[config.mk]
export PLATFORM = sky130hd
export DESIGN_NAME = gated_hit_counter
export DESIGN_NICKNAME = d
export VERILOG_FILES = /design/src/rtl/gated_hit_counter.sv
export SDC_FILE = /design/constraint.sdc
export NUM_CORES = 1
export LEC_CHECK = 0
export CAP_MARGIN = 5
export CELL_PAD_IN_SITES_DETAIL_PLACEMENT = 1
export CELL_PAD_IN_SITES_GLOBAL_PLACEMENT = 2
export CORE_UTILIZATION = 34
export CTS_CLUSTER_SIZE = 40
export DETAILED_ROUTE_END_ITERATION = 10
export PLACE_DENSITY_LB_ADDON = 0.1
export SLEW_MARGIN = 20
export SYNTH_ARGS = -nofsm -noshare
export SYNTH_HDL_FRONTEND = slang
export SYNTH_SLANG_ARGS = --single-unit
export TNS_END_PERCENT = 50
[constraint.sdc]
create_clock -name CLK -period 3.95 [get_ports CLK]
set_input_delay 0.9875 -clock CLK [delete_from_list [all_inputs] [get_ports CLK]]
set_output_delay 0.9875 -clock CLK [all_outputs]
set_load 0.05 [all_outputs]
[src/rtl/gated_hit_counter.sv]
// gated_hit_counter
// Counts rising edges of an asynchronous detector HIT input inside a
// synchronous GATE window and presents one result per completed gate
// through a VALID/READY handshake. Results that arrive while an earlier
// one is still unconsumed are dropped and counted in DROPPED.
// Optional feature: define GATED_HIT_COUNTER_TSTAMP_EN to add the TSTAMP
// output (cycles from gate start to the first counted hit).
module gated_hit_counter #(
  parameter int COUNT_WIDTH = 16,
  parameter int SYNC_STAGES = 2
) (
  input  logic                   CLK,
  input  logic                   RESET,
  input  logic                   GATE,
  input  logic                   HIT,
  output logic [COUNT_WIDTH-1:0] COUNT,
  output logic                   OVERFLOW,
  output logic                   VALID,
  input  logic                   READY,
  output logic [7:0]             DROPPED
`ifdef GATED_HIT_COUNTER_TSTAMP_EN
  ,
  output logic [15:0]            TSTAMP
`endif
);

  typedef enum logic [0:0] {
    ST_IDLE  = 1'b0,
    ST_COUNT = 1'b1
  } state_t;

  localparam logic [COUNT_WIDTH-1:0] ACC_MAX = {COUNT_WIDTH{1'b1}};
  localparam logic [COUNT_WIDTH-1:0] ACC_ONE = {{(COUNT_WIDTH-1){1'b0}}, 1'b1};

  state_t                   state;
  state_t                   state_next;
  logic [SYNC_STAGES-1:0]   hit_sync;
  logic                     hit_prev;
  logic                     hit_event;
  logic                     gate_d;
  logic                     gate_start;
  logic                     gate_end;
  logic                     transfer;
  logic                     count_en;
  logic [COUNT_WIDTH-1:0]   acc;
  logic                     acc_ovf;

  // Saturating 8-bit increment used for the drop counter.
  function automatic logic [7:0] sat_inc8(input logic [7:0] val);
    if (val == 8'hFF) begin
      sat_inc8 = 8'hFF;
    end else begin
      sat_inc8 = val + 8'd1;
    end
  endfunction

  // Bring HIT into the CLK domain and keep one extra flop for edge detection.
  always_ff @(posedge CLK) begin
    if (RESET) begin
      hit_sync <= {SYNC_STAGES{1'b0}};
      hit_prev <= 1'b0;
    end else begin
      hit_sync <= {hit_sync[SYNC_STAGES-2:0], HIT};
      hit_prev <= hit_sync[SYNC_STAGES-1];
    end
  end

  // Delayed GATE; resets high so a gate already open at release is ignored.
  always_ff @(posedge CLK) begin
    if (RESET) begin
      gate_d <= 1'b1;
    end else begin
      gate_d <= GATE;
    end
  end

  assign hit_event  = hit_sync[SYNC_STAGES-1] & ~hit_prev;
  assign gate_start = GATE & ~gate_d;
  assign gate_end   = ~GATE & gate_d;

  // FSM state register.
  always_ff @(posedge CLK) begin
    if (RESET) begin
      state <= ST_IDLE;
    end else begin
      state <= state_next;
    end
  end

  // FSM next-state logic; a gate end seen while idle is ignored.
  always_comb begin
    state_next = state;
    case (state)
      ST_IDLE: begin
        if (gate_start) begin
          state_next = ST_COUNT;
        end else begin
          state_next = ST_IDLE;
        end
      end
      ST_COUNT: begin
        if (gate_end) begin
          state_next = ST_IDLE;
        end else begin
          state_next = ST_COUNT;
        end
      end
      default: begin
        state_next = ST_IDLE;
      end
    endcase
  end

  // FSM outputs: result transfer on gate end, counting while the gate is open.
  always_comb begin
    transfer = 1'b0;
    count_en = 1'b0;
    case (state)
      ST_IDLE: begin
        transfer = 1'b0;
        count_en = 1'b0;
      end
      ST_COUNT: begin
        transfer = gate_end;
        count_en = GATE & hit_event;
      end
      default: begin
        transfer = 1'b0;
        count_en = 1'b0;
      end
    endcase
  end

  // Hit accumulator: seeded at gate start, saturates and flags overflow.
  always_ff @(posedge CLK) begin
    if (RESET) begin
      acc     <= {COUNT_WIDTH{1'b0}};
      acc_ovf <= 1'b0;
    end else if (gate_start) begin
      acc     <= hit_event ? ACC_ONE : {COUNT_WIDTH{1'b0}};
      acc_ovf <= 1'b0;
    end else if (count_en) begin
      if (acc == ACC_MAX) begin
        acc_ovf <= 1'b1;
      end else begin
        acc <= acc + ACC_ONE;
      end
    end
  end

  // Result register and handshake; a result arriving on an unconsumed one is dropped.
  always_ff @(posedge CLK) begin
    if (RESET) begin
      COUNT    <= {COUNT_WIDTH{1'b0}};
      OVERFLOW <= 1'b0;
      VALID    <= 1'b0;
      DROPPED  <= 8'd0;
    end else if (transfer) begin
      if (VALID && !READY) begin
        DROPPED <= sat_inc8(DROPPED);
      end else begin
        COUNT    <= acc;
        OVERFLOW <= acc_ovf;
        VALID    <= 1'b1;
      end
    end else if (VALID && READY) begin
      VALID <= 1'b0;
    end
  end

`ifdef GATED_HIT_COUNTER_TSTAMP_EN
  logic [15:0] ts_cyc;
  logic [15:0] ts_first;
  logic        ts_found;

  // Track cycles since gate start and latch the offset of the first counted hit.
  always_ff @(posedge CLK) begin
    if (RESET) begin
      ts_cyc   <= 16'd0;
      ts_first <= 16'hFFFF;
      ts_found <= 1'b0;
    end else if (gate_start) begin
      ts_cyc   <= 16'd1;
      ts_found <= hit_event;
      ts_first <= hit_event ? 16'd0 : 16'hFFFF;
    end else if (state == ST_COUNT && GATE) begin
      if (ts_cyc != 16'hFFFF) begin
        ts_cyc <= ts_cyc + 16'd1;
      end
      if (hit_event && !ts_found) begin
        ts_first <= ts_cyc;
        ts_found <= 1'b1;
      end
    end
  end

  // Timestamp output follows the same load/hold rules as COUNT.
  always_ff @(posedge CLK) begin
    if (RESET) begin
      TSTAMP <= 16'd0;
    end else if (transfer && !(VALID && !READY)) begin
      TSTAMP <= ts_first;
    end
  end
`endif

endmodule

==> out/qor_table.md <==
| Step | Parameter | Reported |
| --- | --- | --- |
| die | Number of top-level pins | 31 |
| route | DR iter-0 viols | 58 |
| final layout | Commonest non-fill, non-tap cell in the layout | sky130_fd_sc_hd__dfxtp_1 |
| worst hold path | Worst hold-check path type | flop to flop |
| route | Number of vias per cell | 5.50 |
| final layout | Number of diodes | 0 |
| placement | Total placed instance area | 2470 µm² |
| logic synthesis | Top cells by area in the synthesized netlist | sky130_fd_sc_hd__dfxtp_1 (45%), sky130_fd_sc_hd__a21oi_1 (8.3%), sky130_fd_sc_hd__nand2_1 (7.8%) |
| logic synthesis | Async set-or-reset flop fraction in the synthesized netlist | 0 |
| clock network | Post-cts sizing count | 0 |
| final layout | Post-route standard cell area excluding fillers | 2600 µm² |
| route | Detail-routed net length per standard cell | 15.1 µm |
| route | Detailed route wirelength on metal2 | 2600 µm |
| final layout | Count of nets after finishing | 285 |
| setup path | Crit path capture type | flop |
| sta | Final critical path time including I/O delays and setup | 2.70 ns |
| grt | Total congestion overflow after global routing | 0 |
| placement | IO Port Bufs | 30 |
| logic synthesis | Yosys top cell area share | 0.454 |
| setup path | Kind of start point of the critical path | primary input |
| clock network | Hold_buf cts | 0 |
| clock network | Maximum number of buffers from clock root to sink | 2 |
| die | Standard-cell rows | 28 |
| setup path | Worst path slowest cell | sky130_fd_sc_hd__nor4_1 |
| power | Worst vdd ir | 178 µV |
| sta | Clock Skew | 0.00647 ns |
| die | Height of the die | 80.9 µm |
| logic synthesis | Number of nets produced by synthesis | 260 |
| flow run | Number of max-capacitance violations reported | 0 |
| setup path | Cell count of the worst reg-to-reg path | 5 |
| logic synthesis | Synth Register Bits | 48 |
| power | Power density over cell area | 348 nW/µm² |
| power | Power, Total | 0.906 mW |
| sta | Final Max Slew Viols | 0 |
| sta | Share of the clock period used by the worst path | 0.683 |
| sta | Maximum frequency from static timing analysis | 370 MHz |
| route | Routed vias | 1947 |
| logic synthesis | Count of synthesis-stage warnings from yosys | 0 |
| grt | Total Routing Usage GR | 0.180 |
| final layout | Filler cell count in the final layout | 709 |
| final layout | Layout-stage area growth over the synthesis result | 23.0% |
| setup path | CP Data Arrival Time | 2.89 ns |
| sta | Unrepaired setup endpoints after global routing | no |
| sta | Worst-Margin Slew | 0.949 ns |
| sta | Fin. Hold Viols | 0 |
| clock network | TritonCTS clock tree | built |
| setup path | Cell-by-cell trace of the critical path | clkdlybuf4s50_1 -> nand4b_1 -> nor4_1 -> nor4bb_1 -> nor3_1 |
| sta | Post-route setup TNS | 0 ns |
| grt | Vias in the first global route | 1861 |
| clock network | Number of levels the H-tree was split into | 2 |
| die | Initial Util | 0.355 |
| grt | Wire length of the first global-routing pass | 9130 µm |
| die | Die ar. | 6540 µm² |
| logic synthesis | Cells after Synth | 253 |
| logic synthesis | Post-synthesis instance area | 2110 µm² |
| setup path | CP max stage delay | 0.71 ns |
| setup path | Largest fanout on the critical path | 7 |
| route | Iteration count of the initial detailed-routing pass | 4 |
| sta | Setup Viol. Count Final | 0 |
| setup path | Worst Path Class, Setup | primary input to flop |
| final layout | Final standard cell utilization of the core | 0.437 |
| logic synthesis | Post-synth EDFFs | 0 |
| route | Remaining antenna violation count after routing | 0 |
| final layout | Fraction of final layout cells sized beyond drive strength 1 | 0.0609 |
| route | Routed length on met1 | 2570 µm |
| grt | Maximum number of pins on one net before global-route repair | 22 |
| die | Die width | 80.9 µm |
| placement | Gpl congestion | 0.762 |
| clock network | Sinks on Clock Net | 48 |
| setup path | Required time of the worst setup path | 4.14 ns |
| logic synthesis | Cell accounting for the most synthesized area | sky130_fd_sc_hd__dfxtp_1 |
| worst hold path | Hold Path Depth | 1 |
| clock network | CTS Buf Count | 5 |
| logic synthesis | Leading register cell type out of synthesis | sky130_fd_sc_hd__dfxtp_1 |
| final layout | Most frequent cells in the layout | sky130_fd_sc_hd__dfxtp_1 (48), sky130_fd_sc_hd__nand2_1 (44), sky130_fd_sc_hd__a21oi_1 (35), sky130_fd_sc_hd__clkdlybuf4s50_1 (30), sky130_fd_sc_hd__nor2_1 (12) |
| logic synthesis | Post-synthesis average cell area | 8.36 µm² |
| route | Residual DRC | 0 |
| placement | Detailed placer's ending HPWL | 3740 µm |
| route | Amount of wire on met3 after detailed routing | 105 µm |
| status | Status | complete, no violations |
| sta | Worst-case headroom to the max-slew limit | 0.362 |
| route | Uppermost signal routing layer after detailed routing | met4 |
| clock network | Root buffer cell | sky130_fd_sc_hd__clkbuf_8 |
| sta | Hold Slack | 0.451 ns |
| logic synthesis | Sequential fraction of the synthesis area | 0.454 |
| clock network | Setup fix buffers added after clock tree synthesis | 0 |
| logic synthesis | Number of distinct library cells after synthesis | 43 |
| die | Standard cell core area | 5960 µm² |
| clock network | Worst-Skew Late Latency | 0.30 ns |
| clock network | Post-CTS clock slew at the launch and capture registers of the worst setup and hold paths | 0.09 ns |
| power | Leakage component of the power | 0.841 nW |
| grt | Number of antenna violations at the first check in global routing | 0 |
| route | DRT Wirelength | 5340 µm |
## worst max-delay path, delay by kind of cell
kind	cells	cell delay [ns]
and+or+nand+nor	4	1.34
buffers and inverters	1	0.56
## per-stage QoR
step,std cells,setup slack [ns]
floorplan,253,1.77
global placement,346,1.01
detailed placement,346,0.955
CTS,354,1.28
global route,354,1.09
finish,354,1.25
## sequential cells by signal (all words and copies together) (netlist names), 2 cells and up
| signal | cells |
|---|---|
| COUNT | 16 |
| acc | 16 |
| DROPPED | 8 |
| hit_sync | 2 |
## path summary, 6_finish.rpt
kind,start,endpoint,slack [ns]
max,GATE,acc[14],1.25
min reg2reg,hit_sync[0],hit_sync[1],0.45
max reg2reg,acc[0],acc[2],1.82
min,hit_sync[0],hit_sync[1],0.45
## where the power goes
| group | leakage, nW | internal (mW) | switching, mW |
|---|---|---|---|
| clock | 0.0645 | 0.224 | 0.169 |
| combinational | 0.389 | 0.00891 | 0.0167 |
| sequential | 0.387 | 0.486 | 0.00214 |
## kinds of logic after synthesis
logic type      count (synthesis)  synth area share
fa+ha+maj                       2            0.0118
simple gates                  121             0.313
mux                             4            0.0189
compound gates                 62             0.170
buf+inv                        16            0.0314
flops                          48             0.454
## synth_stat cells, types with 2 or more instances
| master | count |
|---|---|
| sky130_fd_sc_hd__ha_1 | 2 |
| sky130_fd_sc_hd__o21ai_0 | 9 |
| sky130_fd_sc_hd__nor3_1 | 4 |
| sky130_fd_sc_hd__clkbuf_1 | 11 |
| sky130_fd_sc_hd__nand2_1 | 44 |
| sky130_fd_sc_hd__a211oi_1 | 3 |
| sky130_fd_sc_hd__or4_1 | 6 |
| sky130_fd_sc_hd__inv_1 | 2 |
| sky130_fd_sc_hd__mux2i_1 | 4 |
| sky130_fd_sc_hd__and3b_1 | 2 |
| sky130_fd_sc_hd__nor2b_1 | 6 |
| sky130_fd_sc_hd__dfxtp_1 | 48 |
| sky130_fd_sc_hd__nand4_1 | 9 |
| sky130_fd_sc_hd__a31oi_1 | 3 |
| sky130_fd_sc_hd__nand3b_1 | 2 |
| sky130_fd_sc_hd__and4_1 | 4 |
| sky130_fd_sc_hd__o21a_1 | 2 |
| sky130_fd_sc_hd__nand3_1 | 10 |
| sky130_fd_sc_hd__and4b_1 | 2 |
| sky130_fd_sc_hd__a21oi_1 | 35 |
| sky130_fd_sc_hd__buf_2 | 2 |
| sky130_fd_sc_hd__nor4_1 | 4 |
| sky130_fd_sc_hd__or3_1 | 3 |
| sky130_fd_sc_hd__nor2_1 | 12 |
| sky130_fd_sc_hd__o31ai_1 | 5 |
| sky130_fd_sc_hd__or2_2 | 2 |
## metal layers
metal | vias up | GRT usage
li1 | 978 | -
met1 | 943 | 0.229
met2 | 20 | 0.305
met3 | 6 | 0.0371
met4 | 0 | 0.0536
met5 | - | 0
## area by class of cell
cell class,instances,area [µm²],share of cell area
clock buffer,7,96.3,0.0371
multi-input combinational,189,1100,0.422
tap,75,93.8,0.0361
sequential,48,961,0.370
clock inverter,1,30.0,0.0115
inverter,2,7.51,0.00289
timing repair buffer,32,315,0.121
(Power assumes the default switching activity.)
